`src/rtl/mem_rw_bank_arbiter.sv`:
```
// Banked read/write arbiter: one lane per memory bank. Each lane picks
// between a read-side and a write-side requester, forwards the winner to a
// single-ported bank, and routes bank responses back to the side that issued
// the matching request using a small in-order tag FIFO.

package axi_pkg;
    // Atomic-operation encoding carried alongside each bank request.
    typedef logic [5:0] atop_t;
endpackage

module mem_rw_bank_arbiter #(
    parameter int unsigned NumBanks       = 4,
    parameter int unsigned AddrWidth      = 32,
    parameter int unsigned DataWidth      = 32,
    parameter int unsigned MaxOutstanding = 4
) (
    input  logic                   clk_i,
    input  logic                   rst_ni,
    output logic                   busy_o,

    // Read-side requester
    input  logic [NumBanks-1:0]    rd_req_i,
    output logic [NumBanks-1:0]    rd_gnt_o,
    input  logic [AddrWidth-1:0]   rd_addr_i  [NumBanks],
    input  logic [DataWidth-1:0]   rd_wdata_i [NumBanks],
    input  logic [DataWidth/8-1:0] rd_strb_i  [NumBanks],
    input  axi_pkg::atop_t         rd_atop_i  [NumBanks],
    input  logic [NumBanks-1:0]    rd_we_i,
    output logic [NumBanks-1:0]    rd_rvalid_o,
    output logic [DataWidth-1:0]   rd_rdata_o [NumBanks],

    // Write-side requester
    input  logic [NumBanks-1:0]    wr_req_i,
    output logic [NumBanks-1:0]    wr_gnt_o,
    input  logic [AddrWidth-1:0]   wr_addr_i  [NumBanks],
    input  logic [DataWidth-1:0]   wr_wdata_i [NumBanks],
    input  logic [DataWidth/8-1:0] wr_strb_i  [NumBanks],
    input  axi_pkg::atop_t         wr_atop_i  [NumBanks],
    input  logic [NumBanks-1:0]    wr_we_i,
    output logic [NumBanks-1:0]    wr_rvalid_o,
    output logic [DataWidth-1:0]   wr_rdata_o [NumBanks],

    // Single-ported bank side
    output logic [NumBanks-1:0]    mem_req_o,
    input  logic [NumBanks-1:0]    mem_gnt_i,
    output logic [AddrWidth-1:0]   mem_addr_o  [NumBanks],
    output logic [DataWidth-1:0]   mem_wdata_o [NumBanks],
    output logic [DataWidth/8-1:0] mem_strb_o  [NumBanks],
    output axi_pkg::atop_t         mem_atop_o  [NumBanks],
    output logic [NumBanks-1:0]    mem_we_o,
    input  logic [NumBanks-1:0]    mem_rvalid_i,
    input  logic [DataWidth-1:0]   mem_rdata_i [NumBanks]
);

    localparam int unsigned PtrWidth = (MaxOutstanding > 1) ? $clog2(MaxOutstanding) : 1;
    localparam int unsigned CntWidth = $clog2(MaxOutstanding + 1);

    typedef enum logic {
        SideRd = 1'b0,
        SideWr = 1'b1
    } side_e;

    typedef enum logic {
        LockFree = 1'b0,
        LockHeld = 1'b1
    } lock_e;

    logic [NumBanks-1:0] lane_busy;

    assign busy_o = |lane_busy;

    for (genvar b = 0; b < NumBanks; b++) begin : g_lane
        side_e                prio_q;
        side_e                sel_q;
        side_e                sel;
        lock_e                lock_q;
        lock_e                lock_d;
        logic                 sel_req;
        logic                 mem_req;
        logic                 handshake;
        logic                 full;
        logic                 empty;
        logic                 push;
        logic                 pop;
        side_e                head;
        logic [CntWidth-1:0]  cnt_q;
        logic [CntWidth-1:0]  cnt_d;
        logic [PtrWidth-1:0]  wptr_q;
        logic [PtrWidth-1:0]  rptr_q;
        side_e                tags_q [MaxOutstanding];

        assign full  = (cnt_q == CntWidth'(MaxOutstanding));
        assign empty = (cnt_q == '0);

        // Side selection, bank request gating and lock next-state.
        // NOTE: every signal written here gets a default first, so no path
        // through the block can leave one unassigned and infer a latch.
        always_comb begin
            sel     = SideRd;
            lock_d  = lock_q;
            if (lock_q == LockHeld) begin
                sel = sel_q;
            end else if (rd_req_i[b] && wr_req_i[b]) begin
                sel = prio_q;
            end else if (wr_req_i[b]) begin
                sel = SideWr;
            end
            sel_req   = (sel == SideWr) ? wr_req_i[b] : rd_req_i[b];
            // Gated by the registered count only, so a same-cycle response
            // never opens a combinational rvalid-to-req path.
            mem_req   = sel_req && !full;
            handshake = mem_req && mem_gnt_i[b];
            case (lock_q)
                LockFree: if (mem_req && !mem_gnt_i[b]) lock_d = LockHeld;
                LockHeld: if (handshake || !sel_req)    lock_d = LockFree;
                default:  lock_d = LockFree;
            endcase
        end

        // Arbitration state: round-robin priority, lock and held side.
        // NOTE: state registers use non-blocking assignments so every flop
        // samples the pre-edge value of every other flop.
        always_ff @(posedge clk_i or negedge rst_ni) begin
            if (!rst_ni) begin
                prio_q <= SideRd;
                sel_q  <= SideRd;
                lock_q <= LockFree;
            end else begin
                lock_q <= lock_d;
                sel_q  <= sel;
                if (handshake) begin
                    prio_q <= (sel == SideRd) ? SideWr : SideRd;
                end
            end
        end

        assign push = handshake;
        assign pop  = mem_rvalid_i[b] && !empty;
        assign head = tags_q[rptr_q];

        // Tag FIFO occupancy; simultaneous push and pop leaves it unchanged.
        always_comb begin
            cnt_d = cnt_q;
            if (push && !pop) begin
                cnt_d = cnt_q + CntWidth'(1);
            end else if (!push && pop) begin
                cnt_d = cnt_q - CntWidth'(1);
            end
        end

        // Tag FIFO pointers and count; reset discards all outstanding tags.
        always_ff @(posedge clk_i or negedge rst_ni) begin
            if (!rst_ni) begin
                cnt_q  <= '0;
                wptr_q <= '0;
                rptr_q <= '0;
            end else begin
                cnt_q <= cnt_d;
                if (push) begin
                    wptr_q <= (wptr_q == PtrWidth'(MaxOutstanding - 1)) ? '0 : wptr_q + PtrWidth'(1);
                end
                if (pop) begin
                    rptr_q <= (rptr_q == PtrWidth'(MaxOutstanding - 1)) ? '0 : rptr_q + PtrWidth'(1);
                end
            end
        end

        // Tag storage write port.
        // NOTE: storage is not reset; an entry is only read after it has
        // been written, and the pointers/count carry all validity.
        always_ff @(posedge clk_i) begin
            if (push) begin
                tags_q[wptr_q] <= sel;
            end
        end

        // Bank-side request and payload from the selected side.
        assign mem_req_o[b]   = mem_req;
        assign mem_addr_o[b]  = (sel == SideWr) ? wr_addr_i[b]  : rd_addr_i[b];
        assign mem_wdata_o[b] = (sel == SideWr) ? wr_wdata_i[b] : rd_wdata_i[b];
        assign mem_strb_o[b]  = (sel == SideWr) ? wr_strb_i[b]  : rd_strb_i[b];
        assign mem_atop_o[b]  = (sel == SideWr) ? wr_atop_i[b]  : rd_atop_i[b];
        assign mem_we_o[b]    = (sel == SideWr) ? wr_we_i[b]    : rd_we_i[b];

        // Grant goes only to the selected side.
        assign rd_gnt_o[b] = handshake && (sel == SideRd);
        assign wr_gnt_o[b] = handshake && (sel == SideWr);

        // Responses follow the head tag; a response with no tag is dropped.
        assign rd_rvalid_o[b] = pop && (head == SideRd);
        assign wr_rvalid_o[b] = pop && (head == SideWr);
        assign rd_rdata_o[b]  = rd_rvalid_o[b] ? mem_rdata_i[b] : '0;
        assign wr_rdata_o[b]  = wr_rvalid_o[b] ? mem_rdata_i[b] : '0;

        assign lane_busy[b] = rd_req_i[b] || wr_req_i[b] || !empty;

        // A response must never arrive with nothing outstanding.
        a_no_orphan_rvalid: assert property (
            @(posedge clk_i) disable iff (!rst_ni)
            mem_rvalid_i[b] |-> !empty
        );

        // A pending read request must be held stable until granted.
        a_rd_hold: assert property (
            @(posedge clk_i) disable iff (!rst_ni)
            (rd_req_i[b] && !rd_gnt_o[b]) |=>
                (rd_req_i[b] && $stable(rd_addr_i[b]) && $stable(rd_wdata_i[b]) &&
                 $stable(rd_strb_i[b]) && $stable(rd_atop_i[b]) && $stable(rd_we_i[b]))
        );

        // A pending write request must be held stable until granted.
        a_wr_hold: assert property (
            @(posedge clk_i) disable iff (!rst_ni)
            (wr_req_i[b] && !wr_gnt_o[b]) |=>
                (wr_req_i[b] && $stable(wr_addr_i[b]) && $stable(wr_wdata_i[b]) &&
                 $stable(wr_strb_i[b]) && $stable(wr_atop_i[b]) && $stable(wr_we_i[b]))
        );
    end

endmodule

```
`config.mk`:
```
export PLATFORM = sky130hd
export DESIGN_NAME = mem_rw_bank_arbiter
export DESIGN_NICKNAME = d
export VERILOG_FILES = /design/src/rtl/mem_rw_bank_arbiter.sv
export SDC_FILE = /design/constraint.sdc
export NUM_CORES = 1
export LEC_CHECK = 0
export ABC_AREA = 1
export BUFFER_PORTS_ARGS = -buffer_cell sky130_fd_sc_hd__buf_2
export CELL_PAD_IN_SITES_DETAIL_PLACEMENT = 1
export CELL_PAD_IN_SITES_GLOBAL_PLACEMENT = 2
export CORE_AREA = 2 2 517 519
export DETAILED_ROUTE_END_ITERATION = 7
export DIE_AREA = 0 0 519 521
export PLACE_DENSITY = 0.35
export SYNTH_ARGS = -nofsm -noshare
export SYNTH_HDL_FRONTEND = slang
export SYNTH_SLANG_ARGS = --single-unit
```
`constraint.sdc`:
```
create_clock -name clk_i -period 2.5 [get_ports clk_i]
set_input_delay 0.5 -clock clk_i [delete_from_list [all_inputs] [get_ports clk_i]]
set_output_delay 0.5 -clock clk_i [all_outputs]
set_load 0.005 [all_outputs]
```
==> impl_table.tex <==
\begin{tabular}{lr}
\hline
Metric & Value \\
\hline
\multicolumn{2}{l}{\textbf{Setup path}} \\
\quad CP Class & reg2out \\
\quad Nature of the critical path endpoint & output port \\
\quad Arrival time of the worst setup path & 1.99 ns \\
\quad Worst-case reg-to-reg path depth & 8 \\
\quad Startpoint kind of the worst setup timing path & register \\
\quad Crit Path Max Fanout & 7 \\
\quad Endpoint of the worst register-to-register path & g\_lane[3].cnt\_q[1] \\
\quad Required time at the endpoint of the critical path & around 2.0 ns \\
\quad Flop2flop setup slack & around 0.21 ns \\
\quad Startpoint of the most critical register-to-register path & g\_lane[3].cnt\_q[0] \\
\multicolumn{2}{l}{\textbf{Synth}} \\
\quad Synth area leaders & sky130\_fd\_sc\_hd\_\_nand2\_1 42\%, sky130\_fd\_sc\_hd\_\_dfrtp\_1 11\%, sky130\_fd\_sc\_hd\_\_inv\_1 8.3\%, sky130\_fd\_sc\_hd\_\_nor3\_1 7.2\%, sky130\_fd\_sc\_hd\_\_nor2\_1 7.0\% \\
\quad Cell type with the highest aggregate area in the netlist & sky130\_fd\_sc\_hd\_\_nand2\_1 \\
\quad Cell count after synthesis & approximately 1.8k \\
\quad Ranking of synthesized cells by instance count & 994 x sky130\_fd\_sc\_hd\_\_nand2\_1, 196 x sky130\_fd\_sc\_hd\_\_inv\_1, 166 x sky130\_fd\_sc\_hd\_\_nor2\_1 \\
\quad Netlist Area Pre-Place & 8890 um\^{}2 \\
\quad Count of unique library cells instantiated by Yosys & 28 \\
\quad Share of flip-flops with an asynchronous set or reset after synthesis & between 70\% and 80\% \\
\quad Yosys reg bits & between 50 and 60 \\
\quad Average instance area after synthesis & $\sim$5 um\^{}2 \\
\quad Share of Yosys cell area claimed by the top area cell type & a little over two fifths \\
\quad Synthesis Warnings & 0 \\
\quad Number of flops mapped to enable cells by yosys & 16 \\
\quad Most frequent cell after synthesis & sky130\_fd\_sc\_hd\_\_nand2\_1 \\
\quad Net count of the mapped netlist & approximately 2.5k \\
\quad Dominant register cell in the synthesized netlist & sky130\_fd\_sc\_hd\_\_dfrtp\_1 \\
\quad Sequential fraction of the synthesis area & $\sim$17\% \\
\multicolumn{2}{l}{\textbf{CTS}} \\
\quad CTS tree & done \\
\quad Clock-pin slew on the worst setup and hold paths & $\sim$0.08 ns \\
\quad Max clock buf depth & 2 \\
\quad Skew-Pair Late Insertion Delay & 0.34 ns \\
\quad CTS sink count & 56 \\
\quad Clock tree root driver cell & sky130\_fd\_sc\_hd\_\_clkbuf\_16 \\
\quad Number of hold buffers added after cts & 0 \\
\quad Total clock buffers created by CTS & 5 \\
\quad H-tree lvl count & 2 \\
\multicolumn{2}{l}{\textbf{Final layout}} \\
\quad Utilization after layout & under 10\% \\
\quad Area delta synth->final & 161\% \\
\quad Count of filler cells inserted in the layout & approximately 32k \\
\quad Sequential Area & between 1000 and 1500 um\^{}2 \\
\quad Number of nets in the finished design & 3942 \\
\quad Footprint of the multi-input gates & $\sim$6800 um\^{}2 \\
\quad Fraction of final layout cells sized beyond drive strength 1 & a little over half \\
\quad Cell area after layout & between 20000 and 25000 um\^{}2 \\
\multicolumn{2}{l}{\textbf{Route}} \\
\quad Via count & 17.8k \\
\quad Post-DRT Antenna Nets & 0 \\
\quad Routed length per instance & approximately 25 um \\
\quad Remaining design rule violation count & 0 \\
\quad Routed wire length & about 170 mm \\
\quad Initial DRC count & between 600 and 700 \\
\quad Vias per std cell & 2.64 \\
\quad Number of optimization iterations in the first detailed-route pass & 4 \\
\multicolumn{2}{l}{\textbf{STA}} \\
\quad Fmax achieved & approximately 0.4 GHz \\
\quad Hold violation count in the final report & 0 \\
\quad Final setup violation count & 0 \\
\quad Final worst clock skew & 0.00663 ns \\
\quad Total negative slack for setup checks & 0 ns \\
\quad Worst max-slew margin expressed relative to the limit & about 59\% \\
\quad Tightest hold margin & about 0.15 ns \\
\quad Slew of the pin with the lowest slew margin & between 0.6 and 0.7 ns \\
\quad Minimum clock period & roughly 2.5 ns \\
\quad Setup repair after global routing missed its margin & yes \\
\quad Post-route clock period utilization & approximately 100\% \\
\quad Slew Viols, Final & 0 \\
\multicolumn{2}{l}{\textbf{Place}} \\
\quad Placed wire-length estimate after detailed placement & 149 mm \\
\quad Last weighted congestion value of the routability-driven placer & between 0.8 and 0.9 \\
\quad Count of buffers inserted at the top-level ports & between 1k and 1.5k \\
\quad Cell Area, Placed & approximately 20000 um\^{}2 \\
\multicolumn{2}{l}{\textbf{Global route}} \\
\quad Global-route wire length before repair & about 200 mm \\
\quad Total gr overflow & 0 \\
\quad Number of antenna violations at the first check in global routing & 221 \\
\quad Maximum number of pins on one net before global-route repair & 54 \\
\quad GRT Total Usage & between 10 and 15\% \\
\quad Number of global-route vias before repair & about 18k \\
\multicolumn{2}{l}{\textbf{Run}} \\
\quad Max Cap Violations & 0 \\
\multicolumn{2}{l}{\textbf{Pwr}} \\
\quad Total power divided by cell area & around 850 nW/um\^{}2 \\
\quad Static Leakage & between 10 and 15 nW \\
\quad Peak supply drop & about 0.54 mV \\
\multicolumn{2}{l}{\textbf{Die}} \\
\quad Starting density of the core & under 10\% \\
\quad Area of the die & 270000 um\^{}2 \\
\quad Total number of placement rows & between 150 and 200 \\
\quad Placeable core area & about 260000 um\^{}2 \\
\quad I/O pins & roughly 1.3k \\
\quad Die outline height & $\sim$520 um \\
\quad Die width & $\sim$520 um \\
\multicolumn{2}{l}{\textbf{Run status}} \\
\quad Status & complete, no violations \\
\multicolumn{2}{l}{\textbf{Worst hold path}} \\
\quad Path category of the worst min-delay check & in2async \\
\hline
\end{tabular}
[registers in the layout, summed over array words and instances (netlist names)]
| register | count |
|---|---|
| g_lane.cnt_q | 12 |
| g_lane.rptr_q | 8 |
| g_lane.sel_q | 4 |
| g_lane.prio_q | 4 |
| g_lane.lock_q | 4 |
| g_lane.tags_q | 16 |
| g_lane.wptr_q | 8 |
[cell usage in the layout, fill, tap and decap left out, drive strengths merged, types with 6 or more instances in the layout]
| master | instances |
|---|---|
| buf | 1467 |
| nand2 | 1002 |
| inv | 204 |
| nor2 | 178 |
| nor3 | 130 |
| diode | 54 |
| dfrtp | 40 |
| clkbuf | 25 |
| ha | 24 |
| nand4 | 20 |
| nand3 | 17 |
| edfxtp | 16 |
| a21oi | 14 |
| o21ai | 7 |
| xnor2 | 6 |
[metal layers]
layer | vias up | share of wire, % | global-route usage [%]
met5 | - | 0.58 | 0
met4 | 150 | 1.1 | 1.01
met3 | 294 | 12 | 6.61
met2 | 1130 | 45 | 19.0
met1 | 8063 | 40 | 13.4
li1 | 8166 | - | -
[where the power goes]
part	internal, mW	total (mW)	leakage, nW	switching (mW)
Clock	0.404	0.814	0.0715	0.411
Sequential	1.34	1.72	0.625	0.375
Combinational	7.03	17.2	11.9	10.2
Total	8.78	19.7	12.6	11.0
[area by class of cell]
cell class	count	share of cell area, %
diodes	54	0.584
multi-input cells	1409	29.5
clock buffers	8	0.632
flip-flops and latches	56	6.45
inverters	206	3.59
well taps	3533	19.1
repair inverters	1	0.0486
repair buffers	1489	40.0
[through the flow]
step                      total power, mW  instances  worst slack [ns]
after detailed placement             16.0       6617            -0.329
after global routing                 21.5       6708            -0.109
after CTS                            18.1       6649           -0.0726
after floorplan                      7.42       1775             0.342
after global placement               16.1       6617            -0.345
final                                19.7       6756            0.0105
[worst max-delay path by stage]
stage                     slack (ns)                start            endpoint  depth (start not counted)
after global routing           -0.11  g_lane[3].rptr_q[0]      rd_rdata_o[15]                         10
after detailed placement       -0.33   g_lane[3].cnt_q[0]  g_lane[3].cnt_q[2]                          9
after floorplan                 0.34          wr_req_i[0]  g_lane[0].cnt_q[2]                         12
after global placement         -0.34   g_lane[3].cnt_q[0]  g_lane[3].cnt_q[2]                          9
after CTS                      -0.07  g_lane[3].rptr_q[0]       wr_rdata_o[8]                         10
final                           0.01  g_lane[3].rptr_q[0]       wr_rdata_o[8]                         10
[cell families (layout without fill, tap and decap cells)]
| logic type | Yosys count | count (layout) | share of synthesized area (%) |
|---|---|---|---|
| other | 0 | 54 | 0 |
| adders and majority gates | 28 | 28 | 4.28 |
| and+or+nand+nor | 1347 | 1347 | 60.5 |
| DFF | 56 | 56 | 16.7 |
| buffers and inverters | 310 | 1704 | 15.6 |
| xor gates and xnor gates | 8 | 8 | 0.788 |
| muxes | 2 | 2 | 0.253 |
| AOI/OAI and AO/OA | 24 | 24 | 1.93 |
[critical path, cell delays in order, from the launching register on]
cell	delay, ns
sky130_fd_sc_hd__dfrtp_2	0.44
sky130_fd_sc_hd__inv_2	0.08
sky130_fd_sc_hd__nand2_2	0.06
sky130_fd_sc_hd__a21oi_4	0.16
sky130_fd_sc_hd__a21oi_4	0.05
sky130_fd_sc_hd__buf_12	0.16
sky130_fd_sc_hd__buf_16	0.15
sky130_fd_sc_hd__buf_12	0.14
sky130_fd_sc_hd__nor3_4	0.12
sky130_fd_sc_hd__buf_6	0.16
sky130_fd_sc_hd__buf_6	0.10
[timing repair]
item                       4_1_cts  5_1_grt
setup endpoints to repair      278      246
setup buffers                   14       34
gates resized for setup         82      237
gates cloned                    10       19
pin swaps                        8       24
Note: power is estimated with default switching activity, not from simulation.
